File: src/rtl/cdt_pkg.sv
// Shared definitions for the mm:ss countdown timer: FSM state encoding and
// BCD digit limits used by the mod-60 digit pairs.
package cdt_pkg;

  typedef enum logic [1:0] {
    IDLE  = 2'd0,
    RUN   = 2'd1,
    PAUSE = 2'd2,
    ALARM = 2'd3
  } state_t;

  localparam logic [3:0] UNITS_MAX = 4'd9;
  localparam logic [2:0] TENS_MAX  = 3'd5;

endpackage

File: src/rtl/dcnt60.sv
// Mod-60 BCD digit pair (3-bit tens, 4-bit units) with parallel load,
// up count and down count. Load has priority over INC, INC over DEC.
// BO flags a borrow out of 00 so a higher pair can be chained on it.
module dcnt60
  import cdt_pkg::*;
(
  input  logic       CLK,
  input  logic       RST,
  input  logic       LD,
  input  logic [2:0] LDH,
  input  logic [3:0] LDL,
  input  logic       INC,
  input  logic       DEC,
  output logic [2:0] QH,
  output logic [3:0] QL,
  output logic       BO
);

  // Digit pair register: load, mod-60 increment or decrement with borrow.
  always_ff @(posedge CLK or negedge RST) begin
    if (!RST) begin
      QH <= 3'd0;
      QL <= 4'd0;
    end else if (LD) begin
      QH <= LDH;
      QL <= LDL;
    end else if (INC) begin
      if (QL == UNITS_MAX) begin
        QL <= 4'd0;
        QH <= (QH == TENS_MAX) ? 3'd0 : QH + 3'd1;
      end else begin
        QL <= QL + 4'd1;
      end
    end else if (DEC) begin
      if (QL == 4'd0) begin
        QL <= UNITS_MAX;
        QH <= (QH == 3'd0) ? TENS_MAX : QH - 3'd1;
      end else begin
        QL <= QL - 4'd1;
      end
    end
  end

  assign BO = (QH == 3'd0) && (QL == 4'd0) && DEC;

endmodule

File: src/rtl/cdown_timer.sv
// mm:ss countdown timer with preset buttons, start/pause/clear and an alarm
// that auto-silences after ALARM_SEC ticks.
// Optional feature: define CDT_RESTORE_EN to latch the time at start as a
// preset and reload it into the display when the alarm ends.
module cdown_timer
  import cdt_pkg::*;
#(
  parameter int ALARM_SEC = 10
) (
  input  logic       CLK,
  input  logic       RST,
  input  logic       EN1HZ,
  input  logic       START,
  input  logic       STOP,
  input  logic       CLR,
  input  logic       SET_MIN,
  input  logic       SET_SEC,
  output logic [2:0] MH,
  output logic [3:0] ML,
  output logic [2:0] SH,
  output logic [3:0] SL,
  output logic       RUNNING,
  output logic       BUZZ
);

  state_t     state, state_nxt;
  logic [7:0] alarm_cnt, alarm_cnt_nxt;
  logic       ld;
  logic [2:0] ld_mh, ld_sh;
  logic [3:0] ld_ml, ld_sl;
  logic       sec_inc, min_inc, sec_dec;
  logic       sec_bo, min_bo;
  logic       time_zero, time_one;

  assign time_zero = (MH == 3'd0) && (ML == 4'd0) && (SH == 3'd0) && (SL == 4'd0);
  assign time_one  = (MH == 3'd0) && (ML == 4'd0) && (SH == 3'd0) && (SL == 4'd1);

  // A tick only reaches the counter in RUN when no higher-priority button is pressed.
  assign sec_dec = (state == RUN) && EN1HZ && !CLR && !STOP && !START;

`ifdef CDT_RESTORE_EN
  logic [2:0] pre_mh, pre_sh;
  logic [3:0] pre_ml, pre_sl;

  // Preset capture on IDLE->RUN; CLR wipes it together with the display.
  always_ff @(posedge CLK or negedge RST) begin
    if (!RST) begin
      {pre_mh, pre_ml, pre_sh, pre_sl} <= '0;
    end else if (CLR) begin
      {pre_mh, pre_ml, pre_sh, pre_sl} <= '0;
    end else if (state == IDLE && state_nxt == RUN) begin
      {pre_mh, pre_ml, pre_sh, pre_sl} <= {MH, ML, SH, SL};
    end
  end
`endif

  // State, alarm counter and registered status outputs.
  always_ff @(posedge CLK or negedge RST) begin
    if (!RST) begin
      state     <= IDLE;
      alarm_cnt <= 8'd0;
      RUNNING   <= 1'b0;
      BUZZ      <= 1'b0;
    end else begin
      state     <= state_nxt;
      alarm_cnt <= alarm_cnt_nxt;
      RUNNING   <= (state_nxt == RUN);
      BUZZ      <= (state_nxt == ALARM);
    end
  end

  // Next-state and digit-control decode with CLR > STOP > START > SET/tick priority.
  always_comb begin
    state_nxt     = state;
    alarm_cnt_nxt = alarm_cnt;
    ld            = 1'b0;
    ld_mh         = 3'd0;
    ld_ml         = 4'd0;
    ld_sh         = 3'd0;
    ld_sl         = 4'd0;
    sec_inc       = 1'b0;
    min_inc       = 1'b0;
    case (state)
      IDLE: begin
        if (CLR) begin
          ld = 1'b1;
        end else if (STOP) begin
          state_nxt = IDLE;
        end else if (START) begin
          if (!time_zero) state_nxt = RUN;
        end else begin
          sec_inc = SET_SEC;
          min_inc = SET_MIN;
        end
      end
      RUN: begin
        if (CLR) begin
          state_nxt = IDLE;
          ld        = 1'b1;
        end else if (STOP) begin
          state_nxt = PAUSE;
        end else if (sec_dec && (time_one || min_bo)) begin
          // Last second expires (min_bo guards against any wrap past 00:00).
          state_nxt     = ALARM;
          alarm_cnt_nxt = 8'd0;
        end
      end
      PAUSE: begin
        if (CLR) begin
          state_nxt = IDLE;
          ld        = 1'b1;
        end else if (STOP) begin
          state_nxt = PAUSE;
        end else if (START) begin
          state_nxt = RUN;
        end
      end
      ALARM: begin
        if (CLR) begin
          state_nxt     = IDLE;
          alarm_cnt_nxt = 8'd0;
          ld            = 1'b1;
        end else if (STOP || START ||
                     (EN1HZ && alarm_cnt == 8'(ALARM_SEC - 1))) begin
          state_nxt     = IDLE;
          alarm_cnt_nxt = 8'd0;
`ifdef CDT_RESTORE_EN
          ld    = 1'b1;
          ld_mh = pre_mh;
          ld_ml = pre_ml;
          ld_sh = pre_sh;
          ld_sl = pre_sl;
`endif
        end else if (EN1HZ) begin
          alarm_cnt_nxt = alarm_cnt + 8'd1;
        end
      end
      default: state_nxt = IDLE;
    endcase
  end

  dcnt60 u_sec (
    .CLK (CLK),
    .RST (RST),
    .LD  (ld),
    .LDH (ld_sh),
    .LDL (ld_sl),
    .INC (sec_inc),
    .DEC (sec_dec),
    .QH  (SH),
    .QL  (SL),
    .BO  (sec_bo)
  );

  dcnt60 u_min (
    .CLK (CLK),
    .RST (RST),
    .LD  (ld),
    .LDH (ld_mh),
    .LDL (ld_ml),
    .INC (min_inc),
    .DEC (sec_bo),
    .QH  (MH),
    .QL  (ML),
    .BO  (min_bo)
  );

endmodule

File: config.mk
export PLATFORM = sky130hd
export DESIGN_NAME = cdown_timer
export DESIGN_NICKNAME = d
export VERILOG_FILES = /design/src/rtl/cdt_pkg.sv /design/src/rtl/dcnt60.sv /design/src/rtl/cdown_timer.sv
export SDC_FILE = /design/constraint.sdc
export NUM_CORES = 1
export LEC_CHECK = 0
export CORE_UTILIZATION = 30
export CTS_CLUSTER_SIZE = 14
export DETAILED_ROUTE_END_ITERATION = 12
export PLACE_DENSITY_LB_ADDON = 0.25
export SLEW_MARGIN = 15
export SYNTH_ARGS = -nofsm -noshare
export SYNTH_HDL_FRONTEND = slang
export SYNTH_SLANG_ARGS = --single-unit
File: constraint.sdc
create_clock -name CLK -period 2.53 [get_ports CLK]
set_clock_uncertainty 0.15 [all_clocks]
set_input_delay 0.506 -clock CLK [delete_from_list [all_inputs] [get_ports CLK]]
set_output_delay 0.506 -clock CLK [all_outputs]
set_load 0.02 [all_outputs]
==> impl_metrics.csv, run 1 <==
group,metric,value,unit
run_status,status,"complete, but fails checks",
run_status,violations,"design-rule violations",
timing,worstMarginPinSlew,483,ps
global_route,overflow,0,
job,drv_cap,0,
timing,slew_violations,0,
clock_network,cts-buffers-inserted,3,
clock_network,postCtsHoldBufs,0,
finish,finalNonFillerCells,337,
route,firstDrtPassIters,9,
die,die_h,80.4,um
synth,synth_edf_count,0,
route,routedWlPerCell,14.0,um
synth,synth_ff_type,"dfrtp_1",
worst_setup_path,crit_type,"in2reg",
clock_network,cts_buffer_depth,2,
worst_setup_path,r2r_start,"alarm_cnt[5]",
global_route,grt_util_all_layers,0.160,
timing,slew-limit-headroom,0.674,
synth,ys_seq_area_frac,0.353,
worst_setup_path,worstReg2RegEnd,"alarm_cnt[6]",
finish,antennaDiodeCount,0,
route,ant_nets,0,
min_path,hp-start,"alarm_cnt[1]",
route,drc,1,
clock_network,clockRootBuffer,"clkbuf_8",
die,die_width,80.4,um
route,wl_met1,2.34,mm
synth,synth_cells,217,
power,netSwitchingFraction,0.312,
clock_network,h-tree-depth,1,
route,num_vias,1781,
finish,fill_cells,612,
route,vias_per_cell,5.28,
min_path,hp-class,"reg2reg",
placement,pre_cts_ws,-183,ps
min_path,min_to,"alarm_cnt[1]",
worst_setup_path,regToRegSetupSlack,190,ps
route,wl,4.70,mm
die,start_util,0.311,
route,highest_layer,"met4",
placement,dpl-instance-area,0.00233,mm2
finish,regArea,651,um2
worst_setup_path,start_kind,"input port",
route,wl_met2,2.22,mm
power,intPower,851,uW
power,vdd_ir_drop_max,0.250,mV
global_route,grt_pass1_vias,1700,
clock_network,cts_tree,"done",
min_path,hold_path_depth,2,
route,drtIter0Drc,80,
placement,gp_congestion,0.850,
power,p_sw,387,uW
timing,setup_viol,0,
die,boundaryPins,24,
clock_network,clkLatencyLatePin,280,ps
synth,syn-cell-area,0.00184,mm2
worst_setup_path,cp_max_fo,9,
timing,fin_ws,139,ps
synth,yosys_warnings,0,
timing,fin_crit_sh,0.945,
synth,synth_nets,227,
timing,rsz0062_at_grt,"no",
global_route,grt_pass1_wl,8.14,mm
power,power_frac_clock,0.284,
power,combPwrFrac,0.278,
clock_network,cts_sinks,26,
finish,post-route-util,0.408,
synth,synth_area_per_cell,8.49,um2
synth,synthArstFlopShare,1.00,
worst_setup_path,reg2reg_depth,5,
power,seq_power_share,0.438,
worst_setup_path,required,2580,ps
finish,final_area,0.00242,mm2
timing,timing.final.hold_violations,0,
finish,drive_gt1_frac,0.187,
global_route,antenna_found_initial,0,
placement,io_buffers,23,
timing,fin_tns_setup,0,ps
die,fp.dieArea,0.00646,mm2
worst_setup_path,critPathCaptureType,"flop",
die,placementRows,28,
finish,nets,273,
power,leakage,0.000987,uW
finish,area_growth,31.2,%
route,route.met3.wl,119,um
worst_setup_path,worst-endpoint-arrival,2440,ps
die,core_area,0.00592,mm2
global_route,grt_max_degree,27,
placement,place_inst,333,
placement,dp_hpwl,3.58,mm
clock_network,cts.clk_slew.worst_paths,100,ps
timing,clock.fmax,418,MHz
timing,min_period,2390,ps
synth,ys_types,55,
finish,multi_input_area,0.00111,mm2
power,powerDensity,513,mW/mm2
synth,ys_ff_latch,26,
==> Yosys cell counts (3+ instances only) <==
library cell,instances,area share
a31oi_1,3,0.010
o21ai_0,16,0.043
mux2i_1,4,0.022
nor3_1,9,0.024
nor2_1,21,0.043
and3_1,6,0.020
nand2_1,14,0.029
nor2b_1,5,0.017
nand2b_1,4,0.014
buf_2,3,0.0081
a21oi_1,10,0.027
o211ai_1,3,0.012
clkbuf_1,8,0.016
or2_2,4,0.014
nor4_1,7,0.024
or3_1,7,0.024
inv_1,8,0.016
dfrtp_1,26,0.35
o22ai_1,3,0.010
o21a_1,3,0.012
xor2_1,4,0.019
nand3_1,7,0.019
==> logic make-up (layout without fill, tap and decap cells) <==
logic type               Yosys count  in the layout  share of synthesized area
AO/OA/AOI/OAI                     58             58                      0.211
XOR/XNOR                           5              5                     0.0238
adder cells (fa/ha/maj)            2              2                     0.0136
buffers and inverters             21             66                     0.0530
flip-flops                        26             26                      0.353
multiplexers                       5              5                     0.0279
AND/OR/NAND/NOR                  100            100                      0.318
==> layout make-up <==
type / instances / share of cell area
clock buffer: 3 / 0.0171
clock inverter: 1 / 0.0124
inverter: 8 / 0.0124
multi-input combinational: 170 / 0.458
sequential: 26 / 0.269
tap: 75 / 0.0388
timing repair buffer: 54 / 0.192
==> how the worst max path moves through the flow <==
stage | start | end | slack (ps)
detailed placement | START | u_min.QH[1] | -180
global route | CLR | u_sec.QH[2] | 10
floorplan | CLR | u_min.QH[1] | 260
CTS | START | u_min.QH[1] | 100
finish | START | u_min.QH[1] | 140
global placement | SET_SEC | u_sec.QH[2] | -160
==> power by group through the flow <==
stage          logic, uW  registers [uW]  clock network, uW
6_report             345             542                351
5_1_grt              382             553                379
4_1_cts              343             542                360
3_5_place_dp         342             549                  0
3_3_place_gp         335             546                  0
2_1_floorplan        187             554                  0
==> registers in the layout, indices dropped and copies added, names as in the netlist <==
register,cells
u_sec.QH,3
alarm_cnt,8
u_min.QL,4
state,2
u_min.QH,3
RUNNING,1
u_sec.QL,4
BUZZ,1
==> per-layer routing <==
metal,vias to the layer above,GRT usage
met3,2,0.0295
li1,903,-
met4,0,0.0286
met1,845,0.219
met5,-,0
met2,31,0.262
==> critical path, cell delays in order <==
cell,delay [ps]
clkdlybuf4s50_1,460
or3_4,480
nor4_4,310
a31oi_1,170
or3_1,360
a21oi_1,140
==> stage by stage <==
stage / hold WS, ps / total power (uW)
floorplan: 60.4 / 741
global placement: 379 / 882
detailed placement: 387 / 891
CTS: 410 / 1250
global route: 468 / 1310
finish: 400 / 1240
==> cells in the final DEF, fill, tap and decap left out, types with 3 or more instances in the layout <==
cell and n:
nor2b_1 5, clkdlybuf4s50_1 23, xor2_1 4, inv_1 8, a31oi_1 3, dfrtp_1 26
mux2i_1 4, o21ai_0 16, or3_1 7, nand2b_1 4, nor2_1 21, nor3_1 9
nand3_1 7, o22ai_1 3, or2_2 4, o21a_1 3, a21oi_1 10, clkbuf_8 3
nor4_1 6, buf_4 31, nand2_1 14, o211ai_1 3, and3_1 6
==> repair_timing <==
item | 4_1_cts | 5_1_grt
setup endpoints to repair | 0 | 4
gates resized for setup | 0 | 2
setup buffers | 0 | 0
(Power assumes the default switching activity.)
==> inputs of run 2 (changes only) <==
--- a/config.mk
+++ b/config.mk
@@ -8,6 +8,7 @@
 export CORE_UTILIZATION = 30
 export CTS_CLUSTER_SIZE = 14
 export DETAILED_ROUTE_END_ITERATION = 12
+export GPL_TIMING_DRIVEN = 0
 export PLACE_DENSITY_LB_ADDON = 0.25
 export SLEW_MARGIN = 15
 export SYNTH_ARGS = -nofsm -noshare
==> constraint.sdc (replaced) <==
create_clock -name CLK -period 2.4 [get_ports CLK]
set_clock_uncertainty 0.15 [all_clocks]
set_input_delay 0.48 -clock CLK [delete_from_list [all_inputs] [get_ports CLK]]
set_output_delay 0.48 -clock CLK [all_outputs]
set_load 0.01 [all_outputs]
==> impl_metrics.csv, run 2 (synthesized netlist as in run 1, its figures left out) <==
group,metric,value,unit
worst_setup_path,start_kind,"input port",
worst_setup_path,cp_slowest_cell,"clkdlybuf4s50_1",
global_route,grt_pass1_vias,1633,
route,firstDrtPassIters,8,
worst_setup_path,critPathCaptureType,"flop",
timing,min_period,2310,ps
clock_network,h-tree-depth,1,
finish,largest_register_ff_count,8,
finish,area_growth,22.4,%
placement,dpl-instance-area,0.00215,mm2
finish,top_register,"alarm_cnt",
placement,gp_congestion,0.819,
global_route,antenna_found_initial,0,
placement,io_buffers,22,
placement,dp_hpwl,3.30,mm
worst_setup_path,required,2450,ps
finish,largest_registers,"alarm_cnt (8), u_min.QL (4), u_sec.QL (4)",
route,wl,4.64,mm
timing,fin_tns_setup,0,ps
route,drc,1,
die,die_h,80.4,um
clock_network,clockRootBuffer,"clkbuf_8",
timing,clock.fmax,433,MHz
die,placementRows,28,
route,drtIter0Drc,68,
min_path,hp-class,"in2async",
clock_network,cts-buffers-inserted,3,
power,powerDensity,509,mW/mm2
clock_network,cts_sinks,26,
worst_setup_path,crit_type,"in2reg",
die,fp.dieArea,0.00646,mm2
worst_setup_path,max_stage_delay,540,ps
timing,rsz0062_at_grt,"yes",
die,die_width,80.4,um
global_route,grt_pass1_wl,7.93,mm
finish,fill_cells,635,
job,drv_cap,0,
power,vdd_ir_drop_max,0.238,mV
timing,slew-limit-headroom,0.577,
die,boundaryPins,24,
finish,layout_common_cells,"26 x dfrtp_1, 20 x nor2_1, 19 x clkdlybuf4s50_1",
timing,timing.final.hold_violations,0,
timing,worstMarginPinSlew,634,ps
run_status,status,"complete, but fails checks",
route,routedWlPerCell,14.5,um
power,leakage,0.000862,uW
global_route,grt_util_all_layers,0.155,
route,num_vias,1732,
global_route,overflow,0,
placement,pre_cts_ws,-508,ps
worst_setup_path,worst-endpoint-arrival,2360,ps
finish,antennaDiodeCount,0,
finish,drive_gt1_frac,0.139,
finish,nets,256,
route,ant_nets,0,
finish,layout_commonest_cell,"dfrtp_1",
finish,final_area,0.00225,mm2
timing,slew_violations,0,
die,core_area,0.00592,mm2
die,start_util,0.311,
timing,fin_ws,88.3,ps
clock_network,cts_buffer_depth,2,
timing,whs,68.6,ps
clock_network,postCtsHoldBufs,0,
worst_setup_path,worstPathCellList,"clkdlybuf4s50_1 > nand3b_1 > nor4_4 > a31oi_2 > or3_1 > a21oi_1",
worst_setup_path,cp_max_fo,5,
global_route,grt_max_degree,27,
route,vias_per_cell,5.43,
run_status,violations,"design-rule violations",
finish,post-route-util,0.381,
clock_network,clkLatencyLatePin,270,ps
timing,fin_crit_sh,0.963,
clock_network,cts.clk_slew.worst_paths,90,ps
clock_network,cts_tree,"done",
timing,setup_viol,0,
## run 2: changes by cell type in the layout (fill, tap and decap cells not counted), moves of 2 or more
| cell | change |
|---|---|
| dlygate4sd2_1 | +2 |
| buf_2 | +4 |
| clkbuf_1 | +6 |
| clkdlybuf4s50_1 | -4 |
| buf_6 | +2 |
| nor3_1 | -2 |
| buf_4 | -27 |
| nor3_2 | +2 |
## run 2: power by group
part | switching, uW | total, uW | internal [uW]
logic | 150 | 307 | 157
clock network | 142 | 254 | 113
registers | 88.6 | 585 | 497
total | 380 | 1150 | 767
## run 2: metal layers
metal | share of wire | global-route usage | up-vias
li1 | - | - | 866
met1 | 0.50 | 0.216 | 841
met2 | 0.47 | 0.243 | 25
met3 | 0.029 | 0.0273 | 0
met4 | 0 | 0.0446 | 0
met5 | 0 | 0 | -
## run 2: cell type report
class / count / area [um2] / share of cell area
Clock buffer: 3 / 41.3 / 0.0183
Buffer: 11 / 60.1 / 0.0266
Tap cell: 75 / 93.8 / 0.0416
Sequential cell: 26 / 651 / 0.289
Timing Repair Buffer: 26 / 243 / 0.108
Multi-Input combinational cell: 170 / 1140 / 0.504
Inverter: 8 / 30.0 / 0.0133
## run 2: what timing repair did
action                                  CTS  global route
pin swaps                                 1             1
gates resized for setup                   7             6
endpoints found under the setup margin   14             5
buffers inserted                          1             3
## run 2: worst max-delay path: cells and delay by family
kind            cells  cell delay, ps
simple gates        3            1020
buf+inv             1             540
compound gates      2             320
## run 2: path summary, 6_finish.rpt
| check | startpoint | endpoint | slack (ps) | cells past startpoint |
|---|---|---|---|---|
| setup / recovery | EN1HZ | u_min.QH[1] | 90 | 6 |
| min in group CLK | CLR | state[0] | 280 | 2 |
| setup reg to reg | alarm_cnt[5] | alarm_cnt[5] | 120 | 5 |
| hold / removal | RST | alarm_cnt[4] | 70 | 1 |
| max in group asynchronous | RST | u_sec.QL[1] | 1620 | 1 |
| hold reg to reg | alarm_cnt[1] | alarm_cnt[1] | 400 | 2 |
## run 2: per-stage QoR
step	total power, uW	instances
2_1_floorplan	767	217
3_3_place_gp	877	314
3_5_place_dp	886	314
4_1_cts	1150	318
5_1_grt	1240	319
6_report	1150	319
==> inputs of run 3 (changes only) <==
--- a/config.mk
+++ b/config.mk
@@ -5,6 +5,7 @@
 export SDC_FILE = /design/constraint.sdc
 export NUM_CORES = 1
 export LEC_CHECK = 0
+export CORE_ASPECT_RATIO = 0.5
 export CORE_UTILIZATION = 30
 export CTS_CLUSTER_SIZE = 14
 export DETAILED_ROUTE_END_ITERATION = 12
==> impl_metrics.csv, run 3 (synthesized netlist as in run 1, its figures left out) <==
group,metric,value,unit
timing,setup_viol,0,
worst_setup_path,reg2reg_depth,6,
power,netSwitchingFraction,0.297,
placement,place_inst,312,
power,intPower,995,uW
worst_setup_path,worstReg2RegEnd,"alarm_cnt[2]",
worst_setup_path,r2r_start,"u_sec.QH[0]",
die,placementRows,19,
worst_setup_path,start_kind,"input port",
finish,nets,258,
clock_network,clockRootBuffer,"clkbuf_16",
finish,multi_input_area,0.00116,mm2
timing,slew-limit-headroom,0.583,
route,drtIter0Drc,99,
clock_network,clkLatencyLatePin,270,ps
finish,largest_register_ff_count,8,
global_route,antenna_found_initial,0,
route,vias_per_cell,5.57,
power,p_sw,420,uW
worst_setup_path,cp_max_fo,6,
power,vdd_ir_drop_max,0.269,mV
worst_setup_path,worst-endpoint-arrival,2310,ps
route,firstDrtPassIters,4,
clock_network,cts-buffers-inserted,3,
finish,area_growth,27.9,%
global_route,grt_pass1_wl,8.05,mm
finish,antennaDiodeCount,0,
timing,slew_violations,0,
die,boundaryPins,24,
finish,drive_gt1_frac,0.154,
power,leakage,0.000911,uW
finish,layout_common_cells,"26 x dfrtp_1, 19 x nor2_1, 19 x clkdlybuf4s50_1",
worst_setup_path,regToRegSetupSlack,150,ps
route,num_vias,1781,
route,drc,0,
worst_setup_path,critPathCaptureType,"flop",
power,totalPowerFinal,1410,uW
die,die_h,57.4,um
power,seq_power_share,0.414,
timing,timing.final.hold_violations,0,
finish,largest_registers,"alarm_cnt (8), u_min.QL (4), u_sec.QL (4)",
worst_setup_path,crit_type,"in2reg",
clock_network,h-tree-depth,1,
die,fp.dieArea,0.00648,mm2
global_route,grt_util_all_layers,0.158,
job,drv_cap,0,
route,routedWlPerCell,15.1,um
power,powerDensity,601,mW/mm2
timing,worstMarginPinSlew,626,ps
timing,clock.fmax,430,MHz
power,power_frac_clock,0.356,
finish,post-route-util,0.413,
worst_setup_path,required,2380,ps
route,wl,4.83,mm
timing,min_period,2320,ps
clock_network,cts_tree,"done",
timing,fin_crit_sh,0.969,
clock_network,cts.clk_slew.worst_paths,70,ps
clock_network,cts_buffer_depth,2,
global_route,grt_max_degree,27,
global_route,overflow,0,
global_route,grt_pass1_vias,1609,
power,combPwrFrac,0.231,
placement,io_buffers,22,
finish,finalNonFillerCells,320,
finish,layout_commonest_cell,"dfrtp_1",
route,ant_nets,0,
die,start_util,0.323,
placement,gp_congestion,0.877,
min_path,hp-class,"in2async",
die,die_width,113,um
finish,fill_cells,580,
die,core_area,0.00571,mm2
clock_network,cts_sinks,26,
timing,rsz0062_at_grt,"no",
placement,dp_hpwl,3.36,mm
finish,top_register,"alarm_cnt",
finish,regArea,651,um2
run_status,status,"completed",
-- run 3: worst max-delay path, stage by stage --
cell and delay (ps):
clkdlybuf4s50_1 560, nand3b_1 260, nor4_4 350, buf_4 170
nor2_1 100, a211oi_1 270, o32ai_1 100
-- run 3: through the flow --
stage	hold slack [ps]	setup TNS, ps	cell area (um2)	setup slack, ps
after floorplan	34.4	0	1840	161
after global placement	367	-6920	2150	-445
after detailed placement	372	-7720	2150	-468
after CTS	109	0	2310	7.39
after global routing	138	0	2360	18.2
final	73.9	0	2360	75.4
-- run 3: area by class of cell --
type | count | area share
tap | 73 | 0.0388
clock inverter | 1 | 0.0127
multi-input combinational | 170 | 0.493
inverter | 8 | 0.0127
buffer | 11 | 0.0255
timing repair buffer | 28 | 0.109
sequential | 26 | 0.276
clock buffer | 3 | 0.0319
-- run 3: power groups by stage --
stage,sequential (uW),clock [uW],combinational (uW)
after floorplan,570,0,197
after global placement,576,0,296
after detailed placement,580,0,306
after CTS,571,514,316
after global routing,598,533,361
final,585,503,326
-- run 3: how the worst max path moves through the flow --
stage                       startpoint           end  slack [ps]
after CTS                 alarm_cnt[5]  alarm_cnt[2]           7
after global routing             EN1HZ   u_min.QL[1]          20
final                            EN1HZ   u_min.QL[3]          80
after global placement            STOP   u_min.QH[1]        -450
after floorplan                    CLR   u_min.QH[1]         160
after detailed placement          STOP   u_min.QL[3]        -470
-- run 3: layer usage --
layer | track usage | up-vias | part of all wire
met1 | 0.223 | 859 | 0.49
met4 | 0.0495 | 0 | 0.011
met2 | 0.245 | 49 | 0.45
li1 | - | 866 | -
met5 | 0 | - | 0
met3 | 0.0319 | 7 | 0.052
-- run 3: timing repair --
action | in CTS | in global routing
buffers inserted | 1 | 5
resized for setup | 13 | 4
hold buffers | 0 | 0
endpoints found under the setup margin | 17 | 11
pin swaps | 2 | 2
